`config.mk`:
```
export PLATFORM = sky130hd
export DESIGN_NAME = exibe_sequencia
export DESIGN_NICKNAME = d
export VERILOG_FILES = /design/src/rtl/exibe_sequencia.sv
export SDC_FILE = /design/constraint.sdc
export NUM_CORES = 1
export LEC_CHECK = 0
export ABC_AREA = 0
export BUFFER_PORTS_ARGS = -buffer_cell sky130_fd_sc_hd__buf_4
export CORE_MARGIN = 3
export CORE_UTILIZATION = 54
export CTS_CLUSTER_DIAMETER = 200
export DETAILED_ROUTE_END_ITERATION = 8
export GPL_TIMING_DRIVEN = 0
export PLACE_DENSITY = 0.78
export SYNTH_ARGS = -nofsm -noshare
export SYNTH_HDL_FRONTEND = slang
export SYNTH_SLANG_ARGS = --single-unit
```
`constraint.sdc`:
```
create_clock -name clock -period 2.1 [get_ports clock]
set_input_delay 0.105 -clock clock [delete_from_list [all_inputs] [get_ports clock]]
set_output_delay 0.105 -clock clock [all_outputs]
set_load 0.02 [all_outputs]
```
`src/rtl/exibe_sequencia.sv`:
```
// Plays the stored game sequence on the LEDs, one ROM item per slot, each lit then blanked.
// Talks to the control unit through an iniciar/pronto handshake and owns its own ROM address port.
module exibe_sequencia #(
   parameter int TEMPO_ACESO   = 4,
   parameter int TEMPO_APAGADO = 2
) (
   input  logic       clock,
   input  logic       reset,
   input  logic       iniciar,
   input  logic [3:0] limite,
   input  logic [3:0] mem_dado,
   output logic [3:0] mem_endereco,
   output logic [3:0] leds,
   output logic       ocupado,
   output logic       pronto,
   output logic [3:0] db_estado
);

   typedef enum logic [3:0] {
      INICIAL = 4'd0,
      BUSCA   = 4'd1,
      CARREGA = 4'd2,
      ACENDE  = 4'd3,
      APAGA   = 4'd4,
      PROXIMO = 4'd5,
      FIM     = 4'd6
   } estado_t;

   estado_t    estado_q;
   logic [3:0] endereco_q;
   logic [3:0] leds_q;
   logic [7:0] timer_q;
   logic [3:0] limiteReg_q;
   logic       pronto_q;
   logic       ocupado_q;

   // Sequencer: fetch (BUSCA/CARREGA), show, blank, then compare-before-increment so the address never wraps.
   always_ff @(posedge clock) begin
      if (reset) begin
         estado_q    <= INICIAL;
         endereco_q  <= 4'd0;
         leds_q      <= 4'd0;
         timer_q     <= 8'd0;
         limiteReg_q <= 4'd0;
         pronto_q    <= 1'b0;
         ocupado_q   <= 1'b0;
      end else begin
         pronto_q <= 1'b0;
         case (estado_q)
            INICIAL: begin
               leds_q <= 4'd0;
               if (iniciar) begin
                  endereco_q  <= 4'd0;
                  limiteReg_q <= limite;
                  ocupado_q   <= 1'b1;
                  estado_q    <= BUSCA;
               end else begin
                  ocupado_q <= 1'b0;
               end
            end
            BUSCA: estado_q <= CARREGA;
            CARREGA: begin
               leds_q   <= mem_dado;
               timer_q  <= 8'd0;
               estado_q <= ACENDE;
            end
            ACENDE: begin
               if (timer_q == 8'(TEMPO_ACESO - 1)) begin
                  leds_q   <= 4'd0;
                  timer_q  <= 8'd0;
                  estado_q <= APAGA;
               end else begin
                  timer_q <= timer_q + 8'd1;
               end
            end
            APAGA: begin
               if (timer_q == 8'(TEMPO_APAGADO - 1)) begin
                  estado_q <= PROXIMO;
               end else begin
                  timer_q <= timer_q + 8'd1;
               end
            end
            PROXIMO: begin
               if (endereco_q == limiteReg_q) begin
                  pronto_q <= 1'b1;
                  estado_q <= FIM;
               end else begin
                  endereco_q <= endereco_q + 4'd1;
                  estado_q   <= BUSCA;
               end
            end
            FIM: begin
               ocupado_q <= 1'b0;
               estado_q  <= INICIAL;
            end
            default: begin
               leds_q    <= 4'd0;
               ocupado_q <= 1'b0;
               estado_q  <= INICIAL;
            end
         endcase
      end
   end

   assign mem_endereco = endereco_q;
   assign leds         = leds_q;
   assign ocupado      = ocupado_q;
   assign pronto       = pronto_q;
   assign db_estado    = estado_q;

endmodule

```
== Word-level counts from Yosys, hierarchy flattened ==
Index checks and enable logic that the tools add are counted.

* Equality and inequality tests: 14
* Reduce and logical (&&, ||, !) cells: 11
* Add/subtract/negate cells: 2
* Bitwise operators: 2
* Mux-type cells: 16

{| class="wikitable"
|+ Operators by type and width
! operator !! count
|-
| 4-bit two-way mux || 6
|-
| 4-bit case mux with 6 select lines || 1
|-
| 8-bit case mux with 3 select lines || 1
|-
| 8-bit two-way mux || 2
|-
| 4-bit by 3-bit == test with 1-bit output, second input constant || 3
|-
| 4-bit case mux with 3 select lines || 1
|-
| 2-bit != test, second input constant || 5
|-
| 8-bit by 1-bit adder with 8-bit output, second input constant || 1
|-
| 4-bit by 2-bit == test with 1-bit output, second input constant || 2
|-
| 8-bit by 1-bit == test with 1-bit output, second input constant || 1
|-
| 8-bit by 2-bit == test with 1-bit output, second input constant || 1
|-
| 4-bit case mux with 2 select lines || 1
|-
| 2-bit AND reduction || 3
|-
| 3-bit AND reduction || 2
|-
| 5-bit OR reduction || 1
|-
| 4-bit by 1-bit adder with 4-bit output, second input constant || 1
|-
| 4-bit by 1-bit == test with 1-bit output, second input constant || 1
|-
| 4-bit == test || 1
|-
| 4-bit zero test || 1
|-
| 4-bit OR reduction || 1
|-
| 3-bit two-way mux || 1
|-
| 3-bit nonzero test || 1
|-
| 1-bit two-way mux || 2
|-
| 1-bit NOT || 2
|-
| other kinds (3) || 3
|}

* Flip-flop bits (word level): 26
* Output and inout port bits: 14

== Depth between registers and ports, before layout ==
Gate-level depths: netlist of the first run.

* Depth after elaboration: 4
* Mapped depth: 6
* Depth with buffers taken out: 6

== Least setup slack after synthesis of the first run ==
No wires, ideal clock.

* Path type: register to register
* Start: register estado_q[2] (netlist: db_estado[2])
* End: register limiteReg_q[0]
* Period minus slack after synthesis: 1.550 ns
* Path slack: 0.550 ns
* Stages on the path, launching flop included: 6
* Data arrival time: 1.423 ns
* Path buffers: 1
* Cells stage by stage: dfxtp_1 or2_1 buf_2 nor3b_4 mux2i_1 nor2_1

* Cells in the longest elaborated chain, start to end: 2

{| class="wikitable"
|+ Ends and longest elaborated chain
! what !! RTL line !! source
|-
| start: declaration || 29 || <nowiki>estado_t estado_q;</nowiki>
|-
| start signal: assignment || 40 || <nowiki>estado_q <= INICIAL;</nowiki>
|-
| start signal: assignment || 56 || <nowiki>estado_q <= BUSCA;</nowiki>
|-
| start signal: assignment || 61 || <nowiki>BUSCA: estado_q <= CARREGA;</nowiki>
|-
| 4-bit zero test || 49 || <nowiki>case (estado_q)</nowiki>
|-
| 2-bit AND reduction (no source line) || - ||
|-
| end signal: assignment || 54 || <nowiki>limiteReg_q <= limite;</nowiki>
|-
| end: declaration || 33 || <nowiki>logic [3:0] limiteReg_q;</nowiki>
|}

Every way passes these cells.
A chain may end at the register's enable or synchronous reset.

== Worst setup path after layout of the first run ==
* Start: register estado_q[2] (netlist: db_estado[2])
* End: register endereco_q[1] (netlist: mem_endereco[1])

* Cells in the longest elaborated chain, start to end: 3

{| class="wikitable"
|+ Ends and longest elaborated chain
! what !! RTL line !! source
|-
| 4-bit by 3-bit == test with 1-bit output / 4-bit zero test (equally long branches) || 49 ||
|-
| 2-bit != test (no source line) / 2-bit nonzero test (equally long branches) || - ||
|-
| 3-bit AND reduction (no source line) || - ||
|-
| end signal: assignment || 88 || <nowiki>endereco_q <= endereco_q + 4'd1;</nowiki>
|-
| end: declaration || 30 || <nowiki>logic [3:0] endereco_q;</nowiki>
|}

Parallel ways exist; a longest one is shown, timed or not.

==> summary.md, run 1 <==
| Metric | Value |
|---|---|
| Worst skew pair latency | 0.33 ns |
| Detailed placement HPWL | 2116 um |
| Synth top area share | 38.13% |
| Register area share after synthesis | 38.13% |
| Starting Density | 58.21% |
| Crit path largest cell delay | 0.46 ns |
| Ratio of final minimum period to clock period | 82.36% |
| RSZ-0062 raised after global routing | false |
| CP Capture Type | register |
| Mapped Avg Cell Area | 8.868 sq um |
| Overall Global Routing Usage | 19.38% |
| TritonRoute pass-1 iters | 4 |
| HP Start | limite[1] |
| Maximum VDD drop | 0.6854 mV |
| Die Y-Extent | 55.30 um |
| Min-Delay Path Class | input pin to register |
| Hold buffer count at CTS | 0 |
| Slew Limit Fails | 0 |
| Predominant post-synthesis flop cell | dfxtp_1 |
| WHS Path Cells | 3 |
| Synth cell types | 39 |
| CP delay by family, top | simple AND/OR/NAND/NOR gates |
| Multi-input gate area | 768.2 sq um |
| Final hold violations | 0 |
| H-Tree Level Count | 1 |
| ANT cells | 0 |
| Die extent in x | 55.30 um |
| Overall power | 0.001182 W |
| Worst path bufs/invs | 1 |
| Clock Skew | 0.007413 ns |
| Routed len/inst | 13.88 um |
| Initial antenna violation count | 0 |
| Core Area | 2255 sq um |
| CP Data Required Time | 2.32 ns |
| Max Root-Sink Buffers | 2 |
| Post-Route WL | 2818 um |
| Worst-path cell chain | or2_1, buf_2, nor3b_4, nor2b_1, mux2i_1, nor2_1 |
| Post-synth EDFFs | 0 |
| Critical R2R Launch | db_estado[2]$_SDFFE_PP0P_ |
| Antenna-violating nets left | 0 |
| Count leader, synth | dfxtp_1 |
| Final GP Congestion | 0.9195 |
| Synthesis Warnings | 0 |
| Synth area leaders | dfxtp_1 38%, nor2_1 6.3%, nand3_1 5.3% |
| Synth top cells by count | 25 x dfxtp_1, 22 x nor2_1, 14 x nand3_1, 8 x a21oi_1, 8 x xor2_1 |
| FF+latch area | 500.5 sq um |
| Share of cells above drive strength 1 | 22.86% |
| Status | completed |
| Ys async rst share | 0% |
| Setup TNS Final | 0 ns |
| Worst-case hold path end point | limiteReg_q[1]$_SDFFE_PP0P_ |
| Via density | 5.823 |
| Overflow after GRT | 0 |
| Vias in the first global route | 1143 |
| Arrival @ worst endpoint | 1.95 ns |
| Die ar. | 3058 sq um |
| Slowest library cell on the worst path | nor3b_4 |
| First-pass GRT wire length | 5002 um |
| Cell Pwr Density | 762.4 nW/um^2 |
| Leading area contributor after synthesis | dfxtp_1 |
| Layout Nets | 190 |
| Setup bufs post-CTS | 0 |
| P&R area growth vs syn | 18.11% |
| Area of the mapped netlist | 1313 sq um |
| Max_cap viols | 0 |
| Reg2reg path depth | 6 |
| Residual DRC | 0 |
| Row cnt | 17 |
| # port buffers | 23 |
| FF-to-FF End | mem_endereco[1]$_SDFFE_PP0P_ |
| Clk root buf | clkbuf_4 |
| Seq cells post-synth | 25 |
| Syn_nets | 162 |
| Min cycle time layout | 1.730 ns |
| Largest net degree at the start of global routing | 16 |
| Reg2reg setup slack | 0.37 ns |
| Vias | 1182 |
| CP Launch Type | register |
| Mapped Cells | 148 |
| CP max FO | 8 |
| CTS Buf Count | 3 |
| DR iter-0 viols | 23 |
| CP Class | register to register |
| Worst-path clk slew | 0.14 ns |
| CTS sink count | 25 |
| Fmax | 578.2 MHz |
| I/O pin total | 25 |
| Final Setup Violations | 0 |
| Filler cells | 200 |
| Resized Gates After CTS | 0 |
| Pleak | 0.6481 nW |
| TritonCTS clock tree | done |
-- cells by family after synthesis --
family / share of synthesized area, %
other: 0.2857
XOR/XNOR: 8.675
buffers and inverters: 3.336
AND/OR/NAND/NOR: 30.32
AO/OA/AOI/OAI: 12.58
flip-flops: 38.13
multiplexers: 3.813
adder cells (fa/ha/maj): 2.860
-- worst max-delay path by stage --
stage / from / endpoint / slack (ns) / cells past startpoint
final: db_estado[2]$_SDFFE_PP0P_ / mem_endereco[1]$_SDFFE_PP0P_ / 0.37 / 6
after floorplan: db_estado[2]$_SDFFE_PP0P_ / limiteReg_q[0]$_SDFFE_PP0P_ / 0.55 / 5
after global placement: db_estado[2]$_SDFFE_PP0P_ / limiteReg_q[0]$_SDFFE_PP0P_ / 0.47 / 5
after CTS: db_estado[2]$_SDFFE_PP0P_ / mem_endereco[1]$_SDFFE_PP0P_ / 0.36 / 6
after global routing: db_estado[2]$_SDFFE_PP0P_ / mem_endereco[1]$_SDFFE_PP0P_ / 0.24 / 6
after detailed placement: db_estado[2]$_SDFFE_PP0P_ / mem_endereco[1]$_SDFFE_PP0P_ / 0.39 / 6
-- final cells by class --
class,count,share of cell area (%)
repair buffers,23,11.14
flip-flops and latches,25,32.28
well taps,28,2.260
clock inverters,1,0.4843
clock buffers,3,1.453
plain buffers,7,2.341
inverters,2,0.4843
multi-input cells,114,49.56
-- power breakdown --
part / internal (W) / switching, W / leakage [nW]
Sequential: 0.000516 / 0.0000418 / 0.203
Combinational: 0.000162 / 0.000240 / 0.431
Clock: 0.0000730 / 0.000150 / 0.0139
-- through the flow --
step	cell area, sq um	utilization [%]	setup slack [ns]	instances	hold slack [ns]
2_1_floorplan	1313	-	0.5499	148	0.2522
3_5_place_dp	1520	67.43	0.3851	199	0.3541
4_1_cts	1550	68.76	0.3597	203	0.007776
3_3_place_gp	1520	67.43	0.4661	199	0.3386
6_report	1550	68.76	0.3705	203	0.003230
5_1_grt	1550	68.76	0.2374	203	0.02217
-- cell usage in the layout (no fill, tap or decap), types with 3 or more instances in the layout --
master	count
nor2b_1	3
and3_1	4
xor2_1	8
xnor2_1	5
nand2_1	6
mux2i_1	5
nand3_1	14
nand4_1	5
ha_1	3
clkbuf_1	3
buf_4	25
a21oi_1	8
a21o_1	3
clkbuf_4	3
nor2_1	22
dfxtp_1	25
-- sequential cells by signal, summed over array words and instances, names as in the netlist --
name / flops
ocupado: 1
mem_endereco: 4
pronto: 1
limiteReg_q: 4
timer_q: 8
db_estado: 3
leds: 4
-- worst min-delay path, cell delays in order --
cell and delay (ns):
buf_4 0.07, mux2i_1 0.05, nor2_1 0.07
-- per-layer routing --
layer	track usage, %	wire length, um
met1	23.04	1224
met2	34.29	1405
met3	3.505	125
met4	7.292	62
met5	0	0
Note: power is estimated with default switching activity, not from simulation.
==> run 2: changes to the inputs <==
CORE_UTILIZATION = 48   (was 54)
PLACE_DENSITY = 0.73   (was 0.78)
clock period = 1.47 ns   (was 2.1 ns; I/O delays follow)
==> summary.md, run 2 (synthesized netlist as in run 1, its figures left out) <==
| Metric | Value |
|---|---|
| Status | finished with violations |
| Cell Pwr Density | 1053 nW/um^2 (+38%) |
| ANT cells | 0 (unchanged) |
| WHS Path Cells | 3 (unchanged) |
| CTS sink count | 25 (unchanged) |
| Max_cap viols | 0 (unchanged) |
| Clock Skew | 0.005022 ns (-0.002391 ns) |
| Slew Limit Fails | 0 (unchanged) |
| Core Area | 2545 sq um (+13%) |
| P&R area growth vs syn | 32.32% |
| Antenna-violating nets left | 0 (unchanged) |
| TritonCTS clock tree | done |
| Residual DRC | 0 (unchanged) |
| Vias in the first global route | 1159 (+1.4%) |
| TritonRoute pass-1 iters | 4 (unchanged) |
| Setup TNS Final | -0.003597 ns (-0.003597 ns) |
| Min-Delay Path Class | input pin to register |
| Worst-path cell chain | nor4_4, buf_4, a31oi_4, o22ai_2, o211ai_2, o31ai_2 |
| Commonest non-fill, non-tap cell in the layout | buf_4 |
| Initial antenna violation count | 0 (unchanged) |
| Crit path largest cell delay | 0.38 ns (-0.08 ns) |
| CP Capture Type | register |
| I/O pin total | 25 (unchanged) |
| Die Y-Extent | 58.29 um (+5.4%) |
| Final hold violations | 0 (unchanged) |
| Largest Register | timer_q |
| Worst-path clk slew | 0.13 ns (about the same) |
| Row cnt | 18 (+1) |
| Post-Route WL | 2967 um (+5.3%) |
| First-pass GRT wire length | 5078 um (+1.5%) |
| Commonest non-fill, non-tap cells in the layout | 32 x buf_4, 20 x nor2_1, 14 x nand3_1, 14 x dfxtp_1 |
| Slowest library cell on the worst path | dfxtp_4 |
| Filler cells | 222 (+11%) |
| Arrival @ worst endpoint | 1.71 ns (-0.24 ns) |
| Setup slack at placement | -0.1300 ns (-0.5151 ns) |
| Pleak | 0.7032 nW (+8.5%) |
| Max Root-Sink Buffers | 2 (unchanged) |
| CP Data Required Time | 1.70 ns (-0.62 ns) |
| Via density | 5.509 (-5.4%) |
| Largest register FFs | 8 (unchanged) |
| Share of cells above drive strength 1 | 36.56% (+14 points) |
| DR iter-0 viols | 36 (+57%) |
| CTS Buf Count | 3 (unchanged) |
| Clk root buf | clkbuf_4 |
| Fmax | 678.6 MHz (+17%) |
| Final worst slack | -0.003597 ns (-0.3741 ns) |
| RSZ-0062 raised after global routing | true |
| Worst skew pair latency | 0.31 ns (-0.02 ns) |
| Detailed placement HPWL | 2030 um (-4.0%) |
| Largest net degree at the start of global routing | 15 (-1) |
| Final GP Congestion | 0.7932 (-14%) |
| H-Tree Level Count | 1 (unchanged) |
| CP max FO | 5 (-3) |
| Post-Layout Inst Area | 1737 sq um (+12%) |
| Overflow after GRT | 0 (unchanged) |
| Overall Global Routing Usage | 18.81% (-0.56 points) |
| Maximum VDD drop | 0.8567 mV (+25%) |
| Die extent in x | 58.29 um (+5.4%) |
| Starting Density | 51.57% (-6.6 points) |
| Vias | 1190 (+0.68%) |
| Placed Area | 1528 sq um (+0.49%) |
| CP Class | register to register |
| Ratio of final minimum period to clock period | 100.2% (+18 points) |
| Final Setup Violations | 1 (+1) |
| Min cycle time layout | 1.474 ns (-0.2559 ns) |
| Reg2reg path depth | 6 (unchanged) |
| CP Launch Type | register |
| Layout Nets | 201 (+5.8%) |
| Failing checks | setup timing |
| Routed len/inst | 13.74 um (-1.0%) |
| Die ar. | 3398 sq um (+11%) |
| # port buffers | 23 (unchanged) |
## run 2: cell count changes in the layout (fill, tap and decap cells not counted), sizes merged
cell / before / now
dlygate4sd3: 0 / 4
buf: 27 / 33
clkinv: 0 / 1
clkbuf: 6 / 7
clkinvlp: 1 / 0
## run 2: metrics by stage
| step | std cells | total power [W] | hold slack (ns) | utilization (%) |
|---|---|---|---|---|
| 3_3_place_gp | 201 | 0.001366 | 0.3098 | 60.03 |
| 5_1_grt | 216 | 0.001938 | 0.01862 | 68.24 |
| 6_report | 216 | 0.001828 | 0.01962 | 68.24 |
| 3_5_place_dp | 201 | 0.001383 | 0.3152 | 60.03 |
| 2_1_floorplan | 148 | 0.001214 | 0.2207 | - |
| 4_1_cts | 215 | 0.001785 | 0.01074 | 67.01 |
## run 2: path summary, 6_finish.rpt
path | slack (ns) | end | from
worst min register to register | 0.48 | leds[2]$_SDFFE_PP0P_ | leds[2]$_SDFFE_PP0P_
worst max-delay path | -0.004 | db_estado[0]$_SDFFE_PP0P_ | timer_q[5]$_SDFFE_PP0P_
worst min-delay path | 0.02 | leds[2]$_SDFFE_PP0P_ | mem_dado[2]
worst max register to register | -0.004 | db_estado[0]$_SDFFE_PP0P_ | timer_q[5]$_SDFFE_PP0P_
## run 2: per-layer routing
metal | vias up | GRT usage (%) | wire length [um]
met4 | 0 | 5.298 | 13
li1 | 598 | - | -
met2 | 31 | 33.17 | 1561
met1 | 559 | 24.10 | 1263
met3 | 2 | 2.193 | 128
met5 | - | 0 | 0
## run 2: power by group
| part | internal, W | switching (W) | leakage (nW) |
|---|---|---|---|
| registers | 0.000739 | 0.0000611 | 0.209 |
| logic | 0.000338 | 0.000393 | 0.476 |
| clock network | 0.000101 | 0.000195 | 0.0177 |
## run 2: critical path: cells and delay by family (launching register included)
| family | cells | cell delay, ns |
|---|---|---|
| AOI/OAI and AO/OA | 4 | 0.59 |
| buffers and inverters | 1 | 0.19 |
| DFF | 1 | 0.38 |
| and+or+nand+nor | 1 | 0.25 |
## run 2: layout make-up
class | instances | area, sq um | area share [%]
sequential | 25 | 521.8 | 30.04
buffer | 6 | 35.03 | 2.017
clock buffer | 3 | 22.52 | 1.297
inverter | 2 | 7.507 | 0.4323
tap | 30 | 37.54 | 2.161
clock inverter | 1 | 5.005 | 0.2882
timing repair buffer | 35 | 285.3 | 16.43
multi-input combinational | 114 | 822.0 | 47.33
## run 2: repair_timing
item,4_1_cts,5_1_grt
hold endpoints to repair,4,0
hold buffers,4,0
pin swaps,7,3
gates resized for setup,15,9
setup endpoints to repair,20,21
buffers inserted,7,1
==> run 3: changes to the inputs <==
CAP_MARGIN = 20   (was not set)
PLACE_DENSITY = 0.75   (was 0.73)
RECOVER_POWER = 100   (was not set)
==> summary.md, run 3 (synthesized netlist as in run 1, its figures left out) <==
| Metric | Value |
|---|---|
| Status | finished with violations |
| Failing checks | setup timing |
| Routed len/inst | 14.88 um (+8.3%) |
| CP Capture Type | register |
| Row cnt | 18 (unchanged) |
| Overall Global Routing Usage | 19.26% (+0.44 points) |
| Maximum VDD drop | 0.8437 mV (-1.5%) |
| Commonest non-fill, non-tap cells in the layout | 23 x buf_4, 21 x nor2_1, 14 x dfxtp_1 |
| Largest Register | timer_q |
| Max Root-Sink Buffers | 2 (unchanged) |
| HP Start | mem_dado[0] |
| ANT cells | 0 (unchanged) |
| TritonRoute pass-1 iters | 5 (+1) |
| Post-Route WL | 3184 um (+7.3%) |
| Crit. Startpoint | timer_q[5]$_SDFFE_PP0P_ |
| Clk root buf | clkbuf_4 |
| Arrival @ worst endpoint | 1.73 ns (+0.02 ns) |
| DR iter-0 viols | 72 (+100%) |
| Residual DRC | 0 (unchanged) |
| Layout Nets | 199 (-1.0%) |
| CP max FO | 5 (unchanged) |
| Overall power | 0.001795 W (-1.8%) |
| Vias | 1225 (+2.9%) |
| Min cycle time layout | 1.482 ns (+0.008079 ns) |
| First-pass GRT wire length | 5147 um (+1.4%) |
| Placed Area | 1528 sq um (unchanged) |
| Die ar. | 3398 sq um (unchanged) |
| Worst-path clk slew | 0.14 ns (about the same) |
| CP Data Required Time | 1.72 ns (+0.02 ns) |
| Largest net degree at the start of global routing | 15 (unchanged) |
| Worst-case hold path end point | leds[0]$_SDFFE_PP0P_ |
| TritonCTS clock tree | done |
| Final GP Congestion | 0.7859 (-0.92%) |
| Commonest non-fill, non-tap cell in the layout | buf_4 |
| CP Launch Type | register |
| Vias in the first global route | 1173 (+1.2%) |
| Pleak | 0.6698 nW (-4.7%) |
| Post-Layout Inst Area | 1739 sq um (+0.14%) |
| Starting Density | 51.57% (unchanged) |
| CTS Buf Count | 3 (unchanged) |
| H-Tree Level Count | 1 (unchanged) |
| Critical R2R Launch | timer_q[5]$_SDFFE_PP0P_ |
| CP Class | register to register |
| Filler cells | 203 (-8.6%) |
| Clock Skew | 0.01037 ns (+0.005345 ns) |
| Cell Pwr Density | 1032 nW/um^2 (-1.9%) |
| Fmax | 674.9 MHz (-0.55%) |
| Die Y-Extent | 58.29 um (unchanged) |
| Largest register FFs | 8 (unchanged) |
| Core Area | 2545 sq um (unchanged) |
| Initial antenna violation count | 0 (unchanged) |
| Final worst slack | -0.01168 ns (-0.008079 ns) |
| Slew Limit Fails | 0 (unchanged) |
| FF-to-FF End | db_estado[0]$_SDFFE_PP0P_ |
| Worst skew pair latency | 0.32 ns (about the same) |
| Reg2reg path depth | 6 (unchanged) |
| Detailed placement HPWL | 2043 um (+0.64%) |
| # port buffers | 23 (unchanged) |
| Overflow after GRT | 0 (unchanged) |
| Max_cap viols | 0 (unchanged) |
| Min-Delay Path Class | input pin to register |
| RSZ-0062 raised after global routing | true |
| Final hold violations | 0 (unchanged) |
| WHS Path Cells | 3 (unchanged) |
| I/O pin total | 25 (unchanged) |
| Ratio of final minimum period to clock period | 100.8% (+0.55 points) |
| Final Setup Violations | 3 (+2) |
| Via density | 5.724 (+3.9%) |
| P&R area growth vs syn | 32.51% |
| Reg2reg setup slack | -0.01 ns (about the same) |
| Die extent in x | 58.29 um (unchanged) |
| Antenna-violating nets left | 0 (unchanged) |
| CTS sink count | 25 (unchanged) |
| Share of cells above drive strength 1 | 37.50% (+0.94 points) |
run 3: cell types whose count changed in the layout (fill, tap and decap cells not counted), sizes merged:
cell,before,now
buf,33,26
clkbuf,7,12
run 3: how the worst max path moves through the flow:
stage / to / slack [ns] / depth (start not counted)
after floorplan: limiteReg_q[0]$_SDFFE_PP0P_ / 0.003 / 5
after global placement: limiteReg_q[2]$_SDFFE_PP0P_ / -0.12 / 5
after detailed placement: timer_q[3]$_SDFFE_PP0P_ / -0.14 / 5
after CTS: db_estado[0]$_SDFFE_PP0P_ / -0.02 / 6
after global routing: timer_q[3]$_SDFFE_PP0P_ / -0.09 / 6
final: db_estado[0]$_SDFFE_PP0P_ / -0.01 / 6
run 3: power breakdown:
group          switching [W]  total, W  internal (W)  leakage, nW
clock network       0.000201  0.000302      0.000102       0.0177
logic               0.000385  0.000693      0.000307        0.443
registers          0.0000608  0.000800      0.000739        0.209
total               0.000647   0.00180       0.00115        0.670
run 3: critical path: stages, from the launching register on:
cell and delay (ns):
dfxtp_4 0.38, nor4_4 0.28, buf_6 0.16, a31oi_4 0.09
o22ai_2 0.17, o211ai_2 0.12, o31ai_2 0.22
run 3: layer usage:
metal	GRT usage [%]	vias up	routed length, um
met1	24.83	580	1377
met5	0	-	0
met3	2.193	13	117
li1	-	598	-
met4	7.947	0	102
met2	32.54	34	1587
run 3: layout make-up:
type	instances	area, sq um	area share, %
Sequential cell	25	521.8	30.00
Inverter	2	7.507	0.4317
Buffer	6	32.53	1.871
Multi-Input combinational cell	114	860.8	49.50
Timing Repair Buffer	33	251.5	14.46
Clock buffer	3	22.52	1.295
Tap cell	30	37.54	2.158
Clock inverter	1	5.005	0.2878
run 3: stage by stage:
stage               hold WS, ns  setup TNS (ns)  cells  worst slack (ns)  util [%]
floorplan                0.2207               0    148          0.002726         -
global placement         0.3112          -1.031    201           -0.1169     60.03
detailed placement       0.3254          -1.532    201           -0.1371     60.03
CTS                    0.006391        -0.02292    214          -0.02292     66.52
global route            0.01129         -0.4480    214          -0.08981     68.34
finish                 0.006925        -0.02890    214          -0.01168     68.34
run 3: repair_timing:
action	in CTS	in global routing
setup buffers	6	0
endpoints found under the setup margin	20	23
hold endpoints to repair	4	0
pin swaps	7	5
resized for setup	12	21
hold buffers	4	0
